File: src/rtl/serial_digit_adder.sv
// serial_digit_adder: adds two WIDTH-bit operands plus carry-in over
// NDIG = WIDTH/DIGIT clock cycles. Each cycle one DIGIT-bit ripple slice
// is used, least significant digit first. Sum/Cout change only on the
// edge that raises done, and then hold until the next operation completes.
//
// Optional feature: define SERIAL_DIGIT_ADDER_SUB_EN to add the Sub input.
// With Sub=1 the block computes A - B - Cin, and Cout is an active-low
// borrow (1 = no borrow).
//
// Ports:
//   clk    in   clock, rising edge
//   rst    in   synchronous active-high reset
//   start  in   operation request, sampled only while idle
//   A, B   in   WIDTH-bit operands, captured on the accepting edge
//   Cin    in   carry-in, captured on the accepting edge
//   Sub    in   subtract select (only with SERIAL_DIGIT_ADDER_SUB_EN)
//   busy   out  high while digits are being processed
//   done   out  one-cycle pulse, Sum/Cout just updated
//   Sum    out  WIDTH-bit result of last completed operation
//   Cout   out  carry-out of last completed operation
module serial_digit_adder #(
  parameter int unsigned WIDTH = 16,
  parameter int unsigned DIGIT = 4
) (
  input  logic             clk,
  input  logic             rst,
  input  logic             start,
  input  logic [WIDTH-1:0] A,
  input  logic [WIDTH-1:0] B,
  input  logic             Cin,
`ifdef SERIAL_DIGIT_ADDER_SUB_EN
  input  logic             Sub,
`endif
  output logic             busy,
  output logic             done,
  output logic [WIDTH-1:0] Sum,
  output logic             Cout
);

  localparam int unsigned NDIG = WIDTH / DIGIT;
  localparam int unsigned CW   = (NDIG > 1) ? $clog2(NDIG) : 1;

  localparam logic [0:0] IDLE = 1'b0;
  localparam logic [0:0] RUN  = 1'b1;

  logic [0:0]       state_q, state_d;
  logic [WIDTH-1:0] a_q, a_d;
  logic [WIDTH-1:0] b_q, b_d;
  logic             carry_q, carry_d;
  logic [WIDTH-1:0] part_q, part_d;
  logic [CW-1:0]    cnt_q, cnt_d;
  logic [WIDTH-1:0] sum_q, sum_d;
  logic             cout_q, cout_d;
  logic             done_q, done_d;

  // Operand conditioning at capture time: subtraction is A + ~B + ~Cin.
  logic [WIDTH-1:0] b_in;
  logic             cin_in;
`ifdef SERIAL_DIGIT_ADDER_SUB_EN
  assign b_in   = Sub ? ~B : B;
  assign cin_in = Sub ? ~Cin : Cin;
`else
  assign b_in   = B;
  assign cin_in = Cin;
`endif

  // DIGIT-bit ripple slice on the low digit of the shifting operand registers.
  logic [DIGIT-1:0] slice_s;
  logic             slice_c;
  logic             rc;
  always_comb begin
    rc      = carry_q;
    slice_s = '0;
    for (int i = 0; i < int'(DIGIT); i++) begin
      slice_s[i] = a_q[i] ^ b_q[i] ^ rc;
      rc         = (a_q[i] & b_q[i]) | (rc & (a_q[i] ^ b_q[i]));
    end
    slice_c = rc;
  end

  // Partial result fills from the top so the final digit lands LSB-aligned.
  logic [WIDTH-1:0] part_next;
  assign part_next = (part_q >> DIGIT) | (WIDTH'(slice_s) << (WIDTH - DIGIT));

  logic last_digit;
  assign last_digit = (cnt_q == CW'(NDIG - 1));

  // State and datapath registers.
  always_ff @(posedge clk) begin
    if (rst) begin
      state_q <= IDLE;
      a_q     <= '0;
      b_q     <= '0;
      carry_q <= 1'b0;
      part_q  <= '0;
      cnt_q   <= '0;
      sum_q   <= '0;
      cout_q  <= 1'b0;
      done_q  <= 1'b0;
    end else begin
      state_q <= state_d;
      a_q     <= a_d;
      b_q     <= b_d;
      carry_q <= carry_d;
      part_q  <= part_d;
      cnt_q   <= cnt_d;
      sum_q   <= sum_d;
      cout_q  <= cout_d;
      done_q  <= done_d;
    end
  end

  // Next-state and datapath update.
  always_comb begin
    state_d = state_q;
    a_d     = a_q;
    b_d     = b_q;
    carry_d = carry_q;
    part_d  = part_q;
    cnt_d   = cnt_q;
    sum_d   = sum_q;
    cout_d  = cout_q;
    done_d  = 1'b0;
    case (state_q)
      IDLE: begin
        if (start) begin
          a_d     = A;
          b_d     = b_in;
          carry_d = cin_in;
          part_d  = '0;
          cnt_d   = '0;
          state_d = RUN;
        end
      end
      RUN: begin
        a_d     = a_q >> DIGIT;
        b_d     = b_q >> DIGIT;
        carry_d = slice_c;
        part_d  = part_next;
        cnt_d   = cnt_q + CW'(1);
        if (last_digit) begin
          state_d = IDLE;
          sum_d   = part_next;
          cout_d  = slice_c;
          done_d  = 1'b1;
        end
      end
      default: state_d = IDLE;
    endcase
  end

  assign busy = (state_q == RUN);
  assign done = done_q;
  assign Sum  = sum_q;
  assign Cout = cout_q;

endmodule

File: config.mk
export PLATFORM = sky130hd
export DESIGN_NAME = serial_digit_adder
export DESIGN_NICKNAME = d
export VERILOG_FILES = /design/src/rtl/serial_digit_adder.sv
export SDC_FILE = /design/constraint.sdc
export NUM_CORES = 1
export LEC_CHECK = 0
export CAP_MARGIN = 20
export CORE_ASPECT_RATIO = 0.6
export CORE_MARGIN = 5
export CORE_UTILIZATION = 46
export DETAILED_ROUTE_END_ITERATION = 10
export PLACE_DENSITY = 0.75
export SYNTH_ARGS = -nofsm -noshare
export SYNTH_HDL_FRONTEND = slang
export SYNTH_SLANG_ARGS = --single-unit
File: constraint.sdc
create_clock -name clk -period 2.05 [get_ports clk]
set_clock_uncertainty 0.05 [all_clocks]
set_input_delay 0.3075 -clock clk [delete_from_list [all_inputs] [get_ports clk]]
set_output_delay 0.3075 -clock clk [all_outputs]
set_load 0.01 [all_outputs]
Word-level counts from Yosys, hierarchy flattened --
Index checks and enable logic that the tools add are counted.
Storage, ports and cells: register bits 70, bits in latches 0, RAM bits 0, memory bits (read-only) 0, bits of input ports 36, word-level logic and storage cells 50, memories kept 0
Cells by class: add/sub/neg operators 1, multipliers 0, div/mod/pow operators 0, $lt $le $gt $ge 0, eq/ne operators 2, shifts and indexed selects 0, multiplexer cells 14, bitwise operators 22, reduce and logical (&&, ||, !) cells 2
Operators by type and width (number):
- $pmux W16 S2 | 3
- $mux W16 | 3
- $or A12 B16 Y16 | 1
- $and A1 B1 Y1 | 8
- $xor A1 B1 Y1 | 8
- $mux W1 | 4
- $or A1 B1 Y1 | 4
- $pmux W1 S2 | 2
- $pmux W2 S2 | 1
- $add A2 B1 Y2 const B | 1
- $eq A2 B2 Y1 const B | 1
- $mux W2 | 1
- $ne A2 B2 Y1 const B | 1
- $reduce_and A2 Y1 | 1
- $reduce_or A2 Y1 | 1
- $not A1 Y1 | 1

Depth between registers and ports, before layout --
Gate-level depths: netlist of the first run.
depth after elaboration 10, mapped depth 9

Worst setup path before layout of the first run --
No wires, ideal clock.
path kind flip-flop to flip-flop, start point register a_q[0], end point register part_q[15], setup time 0.070 ns, arrival time 1.995 ns, setup slack -0.064 ns, stages on the path, launching flop included 10, path buffers 0, period minus slack after synthesis 2.114 ns, cells stage by stage dfxtp_1 inv_1 fa_1 inv_1 fa_1 fa_1 inv_1 fa_1 nand2b_1 a21oi_1
Between the ends: longest elaborated chain between the ends 10, elaborated cells between the ends (all ways) 11, those cells by class mux: 1; bitwise: 10
RTL lines:
- start: declaration | RTL line 47 | logic [WIDTH-1:0] a_q, a_d;
- start signal: assignment | RTL line 92 | a_q <= '0;
- start signal: assignment | RTL line 102 | a_q <= a_d;
- $xor A1 B1 Y1 | RTL line 76 | rc = (a_q[i] & b_q[i]) | (rc & (a_q[i] ^ b_q[i]));
- $and A1 B1 Y1 | RTL line 76
- $or A1 B1 Y1 * | RTL line 76
- $and A1 B1 Y1 * | RTL line 76
- $or A1 B1 Y1 * | RTL line 76
- $and A1 B1 Y1 * | RTL line 76
- $or A1 B1 Y1 * | RTL line 76
- $xor A1 B1 Y1 * | RTL line 75 | slice_s[i] = a_q[i] ^ b_q[i] ^ rc;
- $or A12 B16 Y16 * | RTL line 83 | assign part_next = (part_q >> DIGIT) | (WIDTH'(slice_s) << (WIDTH - DIGIT));
- $pmux W16 S2 * | RTL line 124 | case (state_q)
- end signal: assignment | RTL line 105 | part_q <= part_d;
- end: declaration | RTL line 50 | logic [WIDTH-1:0] part_q, part_d;
Every way passes the cells marked *; elsewhere a longest branch is shown, timed or not. A chain may end at the register's enable or synchronous reset.

Worst setup path in the final report of the first run --
start point register carry_q, end point register sum_q[15], in the netlist Sum[15]
Between the ends: longest elaborated chain between the ends 8
RTL lines:
- start: declaration | RTL line 49 | logic carry_q, carry_d;
- start signal: assignment | RTL line 104 | carry_q <= carry_d;
- $and A1 B1 Y1 | RTL line 76
- $or A1 B1 Y1 | RTL line 76
- $and A1 B1 Y1 | RTL line 76
- $or A1 B1 Y1 | RTL line 76
- $and A1 B1 Y1 | RTL line 76
- $or A1 B1 Y1 | RTL line 76
- $xor A1 B1 Y1 | RTL line 75
- $or A12 B16 Y16 | RTL line 83
- end signal: assignment | RTL line 107 | sum_q <= sum_d;
- end: declaration | RTL line 52 | logic [WIDTH-1:0] sum_q, sum_d;
Every way passes these cells.

==> run summary, run 1 <==
The setup path with the least slack is of type reg2reg. The final hold slack is 0.400 ns, and the met3 wire length is 282 um. The width of the chip is 112 um, and the CTS H-tree depth is 3. In the final routing, the length of wire on met1 measures 3310 um. The run gives 0 as the initial antenna violation count.

Share of Yosys cell area claimed by the top area cell type: 0.459. No sink is reached through more buffers than the 2 on the longest clock path. The pre-CTS worst setup slack came out at -0.185 ns.

For this block, the routed nets add up to 6200 um of wire. After detailed routing, the number of vias per cell comes to 5.09. For this run, the top clock speed supported by timing is 0.456 GHz. Entering global routing, the biggest net connects 78 pins.

In this run the worst hold path is classified as in2reg. 0 antenna diodes ended up in the layout. For the aggregate global-route resource usage, the log shows 0.163.

The uppermost layer routed was met4. The floorplan core area was 0.00608 mm2. Setup repair after global routing could not meet its margin everywhere. The top fanout value on the critical path came out at 2. The number of top-level design ports is 55, and the via count of the first global-routing pass is 2101. The area added between synthesis and finish works out to 26.9%.

The post-detailed-route DRC marker count was 0; the actual slew at the worst max-slew pin was 0.841 ns. Slowest cell on the critical path: sky130_fd_sc_hd__fa_2. The run finished, with violations left.

The tools report the first-pass GRT wire length as 10400 um. With fillers left out, the area of the finished cells amounts to 0.00365 mm2. The CTS root buffer was sky130_fd_sc_hd__clkbuf_8.

The share of the clock period used by the worst path was 1.07; the fraction of final layout cells with drive strength greater than 1 was 0.144. The flip-flop and latch count after synthesis came out at 66. The worst-case IR drop observed on VDD is 0.325 mV. The logs give -0.144 ns for the setup slack after layout and 0.34 ns for the insertion delay to the later sink of the worst-skew pair. Walking the worst path, the cells encountered are inv_2 -> fa_2 -> inv_2 -> fa_2 -> fa_2 -> inv_2 -> fa_2 -> a211oi_1. The pre-antenna-repair detailed-routing pass consisted of 4 iterations. The final core utilization is 0.601. Setup violations remaining at the end of the flow were counted as 2. In this run the static leakage power is 1.37 nW. The power density over the cells is 730 mW/mm2, and the detailed-routed wire length on met2 is 2560 um. For the required time of the critical path, the log shows 2.24 ns. Nature of the critical path startpoint: a flip-flop.

For the count of synthesis-stage warnings from yosys, the log shows 0. Across the run, the number of max-cap violations was 0. TritonCTS built the clock tree. The count of input and output buffers was 54.

The tools report the critical path capture point type as a flip-flop. The number of slew-limit violations in the final report was 0; the CTS clock-pin slew for the worst setup and hold paths was 0.07 ns. The mean post-synth cell area was 9.89 um2; the sum of negative setup slack was -0.260 ns. The floorplan step defined a die boundary enclosing 0.00799 mm2. The floorplan has 22 rows.

By area the synthesized netlist is led by sky130_fd_sc_hd__dfxtp_1 46%, sky130_fd_sc_hd__mux2i_1 11%, sky130_fd_sc_hd__a211oi_1 7.0%. The total clock sinks is 66, and the average routed wire per standard cell is 14.6 um. The final reports fail on negative setup slack. Dominant cell type by count on the critical path: sky130_fd_sc_hd__fa_2. The number of distinct library cells after synthesis was 23. The detail route stage leaves a number of antenna-violating nets equal to 0.

In the final design database the tool counted 377 nets. The largest total area in the synthesized netlist belongs to sky130_fd_sc_hd__dfxtp_1. The wire-length estimate of the detail-placed layout is 4160 um.

The maximum cell stage delay along the critical path works out to 0.44 ns. The worst slew margin relative to its limit came out at 0.439. The height of the die was 71.3 um; the post-synth net total was 332.

Number of vias in the routed layout: 2165. The final count of hold timing violations was 0; the signal arrival time at the worst endpoint was 2.38 ns. Global routing finished with a remaining overflow of 0. The register area share after synthesis is 0.459, and the synthesized area is 0.00288 mm2. The clock period minus worst slack is 2.19 ns.

Summing all placed instances gives a cell area of 0.00346 mm2. In the synthesized netlist, the number of instances is 291. The placer's final routability congestion estimate is 0.780, and the starting utilization of the core area is 0.473. The number of clock buffers added by TritonCTS is 9. For this block, the initial DRC count from the detailed router was 132.
[through the flow]
stage                     total power, mW  cells
final                                2.67    425
after global routing                 2.79    425
after CTS                            2.69    424
after detailed placement             1.75    408
after global placement               1.75    408
after floorplan                      1.62    291
[per-layer routing]
layer	GRT usage	vias up
met5	0	-
li1	-	1109
met2	0.226	39
met1	0.233	1011
met4	0.0600	0
met3	0.0574	6
[flip-flops by register name, summed over array words and instances (netlist names)]
| signal | cells |
|---|---|
| busy | 1 |
| Cout | 1 |
| done | 1 |
| part_q | 12 |
| carry_q | 1 |
| a_q | 16 |
| cnt_q | 2 |
| Sum | 16 |
| b_q | 16 |
[layout make-up]
class	count	area, um2
clock buffer	14	153
inverter	8	30.0
tap	84	105
fill	522	2430
multi-input combinational	191	1420
clock inverter	2	12.5
timing repair buffer	60	613
sequential	66	1330
[worst paths after layout]
kind	from	cells past startpoint	endpoint	slack, ns
worst max register to register	carry_q$_SDFFE_PP0P_	8	Sum[15]$_SDFFE_PP0P_	-0.14
worst min register to register	part_q[4]$_SDFFE_PP0P_	2	Sum[0]$_SDFFE_PP0P_	0.41
worst max-delay path	carry_q$_SDFFE_PP0P_	8	Sum[15]$_SDFFE_PP0P_	-0.14
worst min-delay path	rst	2	done$_SDFF_PP0_	0.40
[timing repair]
action / in CTS / in global routing
hold buffers: 0 / 0
resized for setup: 8 / 3
pin swaps: 3 / 5
endpoints found under the setup margin: 4 / 3
buffers inserted: 0 / 1
[cell families after synthesis]
logic type      share of synthesized area
compound gates                      0.177
fa+ha+maj                          0.0322
flops                               0.459
simple gates                        0.160
mux                                 0.115
buf+inv                            0.0569
[cells in the final DEF (no fill, tap or decap)]
cell type,netlist,final
sky130_fd_sc_hd__nor3_1,1,1
sky130_fd_sc_hd__clkbuf_8,0,10
sky130_fd_sc_hd__a21o_1,1,1
sky130_fd_sc_hd__nor2_1,9,9
sky130_fd_sc_hd__and2_1,1,1
sky130_fd_sc_hd__or3b_1,14,14
sky130_fd_sc_hd__buf_12,0,3
sky130_fd_sc_hd__nand2_1,11,11
sky130_fd_sc_hd__clkdlybuf4s50_1,0,52
sky130_fd_sc_hd__ha_1,1,1
sky130_fd_sc_hd__inv_1,8,3
sky130_fd_sc_hd__a21oi_1,32,31
sky130_fd_sc_hd__nand2b_1,3,2
sky130_fd_sc_hd__inv_2,0,5
sky130_fd_sc_hd__clkbuf_1,12,4
sky130_fd_sc_hd__or2_2,1,1
sky130_fd_sc_hd__a21bo_1,1,1
sky130_fd_sc_hd__a21oi_2,0,1
sky130_fd_sc_hd__clkinvlp_4,0,1
sky130_fd_sc_hd__a211oi_1,27,27
sky130_fd_sc_hd__nand3_1,14,14
sky130_fd_sc_hd__nor2b_1,25,25
sky130_fd_sc_hd__nand2b_4,0,1
sky130_fd_sc_hd__mux2i_1,33,33
sky130_fd_sc_hd__buf_2,8,2
sky130_fd_sc_hd__dfxtp_2,0,4
sky130_fd_sc_hd__clkinv_2,0,1
sky130_fd_sc_hd__a21bo_2,13,13
sky130_fd_sc_hd__buf_4,5,3
sky130_fd_sc_hd__fa_2,0,4
sky130_fd_sc_hd__dfxtp_1,66,62
[critical path, delay by kind of cell, from the launching register on]
kind	cells	cell delay [ns]
adders and majority gates	4	1.31
buffers and inverters	3	0.17
AOI/OAI and AO/OA	1	0.25
DFF	1	0.32
[power breakdown]
| group | switching, mW | internal (mW) | total [mW] |
|---|---|---|---|
| registers | 0.0441 | 1.35 | 1.39 |
| clock network | 0.460 | 0.472 | 0.932 |
| logic | 0.162 | 0.183 | 0.345 |
[cell usage after synthesis]
| cell type | instances |
|---|---|
| sky130_fd_sc_hd__dfxtp_1 | 66 |
| sky130_fd_sc_hd__mux2i_1 | 33 |
| sky130_fd_sc_hd__a21oi_1 | 32 |
| sky130_fd_sc_hd__a211oi_1 | 27 |
| sky130_fd_sc_hd__nor2b_1 | 25 |
| sky130_fd_sc_hd__nand3_1 | 14 |
| sky130_fd_sc_hd__or3b_1 | 14 |
| sky130_fd_sc_hd__a21bo_2 | 13 |
| sky130_fd_sc_hd__clkbuf_1 | 12 |
| sky130_fd_sc_hd__nand2_1 | 11 |
| sky130_fd_sc_hd__nor2_1 | 9 |
| sky130_fd_sc_hd__buf_2 | 8 |
| sky130_fd_sc_hd__inv_1 | 8 |
| sky130_fd_sc_hd__buf_4 | 5 |
| sky130_fd_sc_hd__fa_1 | 4 |
| sky130_fd_sc_hd__nand2b_1 | 3 |
| sky130_fd_sc_hd__a21bo_1 | 1 |
| sky130_fd_sc_hd__a21o_1 | 1 |
| sky130_fd_sc_hd__and2_1 | 1 |
| sky130_fd_sc_hd__buf_6 | 1 |
| sky130_fd_sc_hd__ha_1 | 1 |
| sky130_fd_sc_hd__nor3_1 | 1 |
| sky130_fd_sc_hd__or2_2 | 1 |
Note: power is estimated with default switching activity, not from simulation.
==> run 2, diff against run 1 <==
--- a/config.mk
+++ b/config.mk
@@ -6,7 +6,7 @@
 export NUM_CORES = 1
 export LEC_CHECK = 0
 export CAP_MARGIN = 20
-export CORE_ASPECT_RATIO = 0.6
+export CORE_ASPECT_RATIO = 0.8
 export CORE_MARGIN = 5
 export CORE_UTILIZATION = 46
 export DETAILED_ROUTE_END_ITERATION = 10
==> run 2 against run 1 <==
  * The flow still finishes with violations (negative setup slack)
  * Sequential power about the same
  * Clock power is 28% higher
  * Combinational power decreased by 2%
  * Via count shrank 0.42%
  * Register-to-register slack improved by 0.05 ns
  * Largest cell class unchanged
  * Largest power group unchanged
==> run summary, run 2 (synthesis gave the netlist of run 1 again) <==
The net switching power figure is 0.682 mW, and the final core utilization is 0.616. The tools report the proportion of power drawn by the clock network as 0.408. The cell family contributing the most delay on the critical path was adder cells. The HPWL after detailed placement is 3950 um. For this run, the top clock speed supported by timing is 0.467 GHz.

Buffers inserted to repair hold after CTS numbered 0. Setup repair after global routing could not meet its margin everywhere. The logs give -0.0907 ns for the setup slack after layout and 25 for the number of core rows. After detailed routing, the average wire length per cell comes to 14.0 um. Buffers placed on the I/O ports in this run total 54.

IR analysis of the VDD net gives a maximum drop of 0.446 mV. The number of clock buffers added by TritonCTS is 9. The sum of negative setup slack is -0.135 ns, and the floorplan core area is 0.00601 mm2. The actual slew at the worst max-slew pin works out to 0.813 ns. The area added between synthesis and finish is 28.6%. The number of maximum-capacitance violations was 0; the cell internal power dissipation was 2.24 mW.

The run gives 0 as the final count of hold timing violations. The critical path goes through inv_2 -> fa_2 -> inv_2 -> fa_2 -> fa_2 -> inv_2 -> fa_2 -> nand2b_4 -> a21oi_2. The worst slew margin relative to its limit was 0.457; the CTS H-tree depth was 3.

After the first detailed-routing iteration, the DRC count stood at 102. The fraction of power spent switching nets is 0.233, and the antenna diode instance count is 0. The first global-routing pass estimated 10200 um of wire.

In the routed layout, each cell is associated on average with a via count of 5.10. The width of the chip is 98.5 um. After detailed routing, the number of remaining DRC violations is 0. The run gives 0.34 ns as the insertion delay to the later sink of the worst-skew pair. The routed design could run at a clock period as short as 2.14 ns. In the layout the commonest cells are 63 x sky130_fd_sc_hd__dfxtp_1, 52 x sky130_fd_sc_hd__clkdlybuf4s50_1, 33 x sky130_fd_sc_hd__mux2i_1. The maximum number of pins on one net before global-route repair was 67; the initial antenna violation count was 0.

Summed over all layers, the global routing overflow is 0. TritonCTS built the clock tree. Measured along the y axis, the die boundary spans 80.8 um. The logs give 2 for the number of endpoints failing setup at the final stage and 0 for the remaining antenna violation count. The share of the clock period used by the worst path came out at 1.04.

At the worst endpoint, the required time is 2.27 ns. Counting every sink on the clock net gives 66. For the post-layout net count, the log shows 378. After clock tree synthesis, the clock-pin slew on the worst setup and hold paths is 0.07 ns.

The run gives 0.116 as the combinational cell fraction of total power. The slowest cell on the critical path is sky130_fd_sc_hd__fa_2. For the aggregate global-route resource usage, the log shows 0.160. The logs give 0 for the number of slew-limit violations in the final report and 0.792 for the placer's final routability congestion estimate. The cell leakage power was 1.40 nW; the aggregate routed wire length was 5940 um. The fraction of final layout cells with drive strength greater than 1 works out to 0.152. The worst hold path belongs to the class in2reg. The logs give 2156 for the number of vias in the routed layout and 526 for the fill cell total of the finished layout. The final reports fail on negative setup slack. Of all nets on the critical path, the largest fanout is 2. The worst setup path is launched from a flip-flop.

Counting stages on the worst path, the most repeated cell is sky130_fd_sc_hd__fa_2. The most common cell after layout, fill and taps aside is sky130_fd_sc_hd__dfxtp_1. The power density over the cells is 789 mW/mm2. The critical path is of the reg2reg type.

The portion of total power attributed to sequential cells was 0.476; the critical path buffer and inverter count was 3. The worst setup path is captured at a flip-flop. The starting utilization of the core area was 0.479. Number of buffers on the longest clock path: 2.

In this run the count of I/O pins placed on the die edge is 55. The signal arrival time at the worst endpoint was 2.36 ns. The tree is rooted in a sky130_fd_sc_hd__clkbuf_8. The via count of the first global-routing pass is 2173, and the maximum cell stage delay along the critical path is 0.43 ns. The die covers 0.00795 mm2.

The first-pass iteration count of the detailed router came out at 4. The run finished, with violations left.
==> run 2: cell type report <==
| cell class | instances | area [um2] | area share |
|---|---|---|---|
| clock buffers | 11 | 141 | 0.0382 |
| clock inverters | 5 | 77.6 | 0.0210 |
| inverters | 8 | 30.0 | 0.00811 |
| multi-input cells | 191 | 1420 | 0.383 |
| flip-flops and latches | 66 | 1330 | 0.358 |
| well taps | 81 | 101 | 0.0274 |
| repair buffers | 61 | 608 | 0.164 |
==> run 2: power by group through the flow <==
stage               registers (mW)  clock network (mW)  logic (mW)
floorplan                     1.40                   0       0.220
global placement              1.42                   0       0.326
detailed placement            1.42                   0       0.327
CTS                           1.39                1.22       0.330
global route                  1.40                1.28       0.375
finish                        1.39                1.19       0.338
==> run 2: path summary, 6_finish.rpt <==
kind                     startpoint                 endpoint  slack [ns]  depth (start not counted)
max             a_q[0]$_SDFFE_PP0P_  part_q[15]$_SDFFE_PP0P_       -0.09                          9
min                             rst      Sum[4]$_SDFFE_PP0P_        0.38                          2
max reg2reg     a_q[0]$_SDFFE_PP0P_  part_q[15]$_SDFFE_PP0P_       -0.09                          9
min reg2reg  part_q[7]$_SDFFE_PP0P_      Sum[3]$_SDFFE_PP0P_        0.42                          2
==> run 2: per-stage QoR <==
step	hold slack, ns	instances	setup slack [ns]	instance area, um2	power (mW)
2_1_floorplan	0.388	291	-0.00292	2880	1.62
3_3_place_gp	0.401	407	-0.0593	3460	1.74
3_5_place_dp	0.409	407	-0.0779	3460	1.75
4_1_cts	0.371	423	-0.0545	3680	2.94
5_1_grt	0.397	423	-0.150	3700	3.05
6_report	0.385	423	-0.0907	3700	2.92
==> run 2: timing repair <==
item,4_1_cts,5_1_grt
resized for setup,4,6
setup endpoints to repair,3,4
cloned,0,0
setup buffers,0,0
pin swaps,1,0
==> run 2: layer usage <==
layer / part of all wire / vias to the layer above / track usage
li1: - / 1110 / -
met1: 0.47 / 995 / 0.205
met2: 0.46 / 42 / 0.254
met3: 0.058 / 9 / 0.0635
met4: 0.012 / 0 / 0.0450
met5: 0 / - / 0
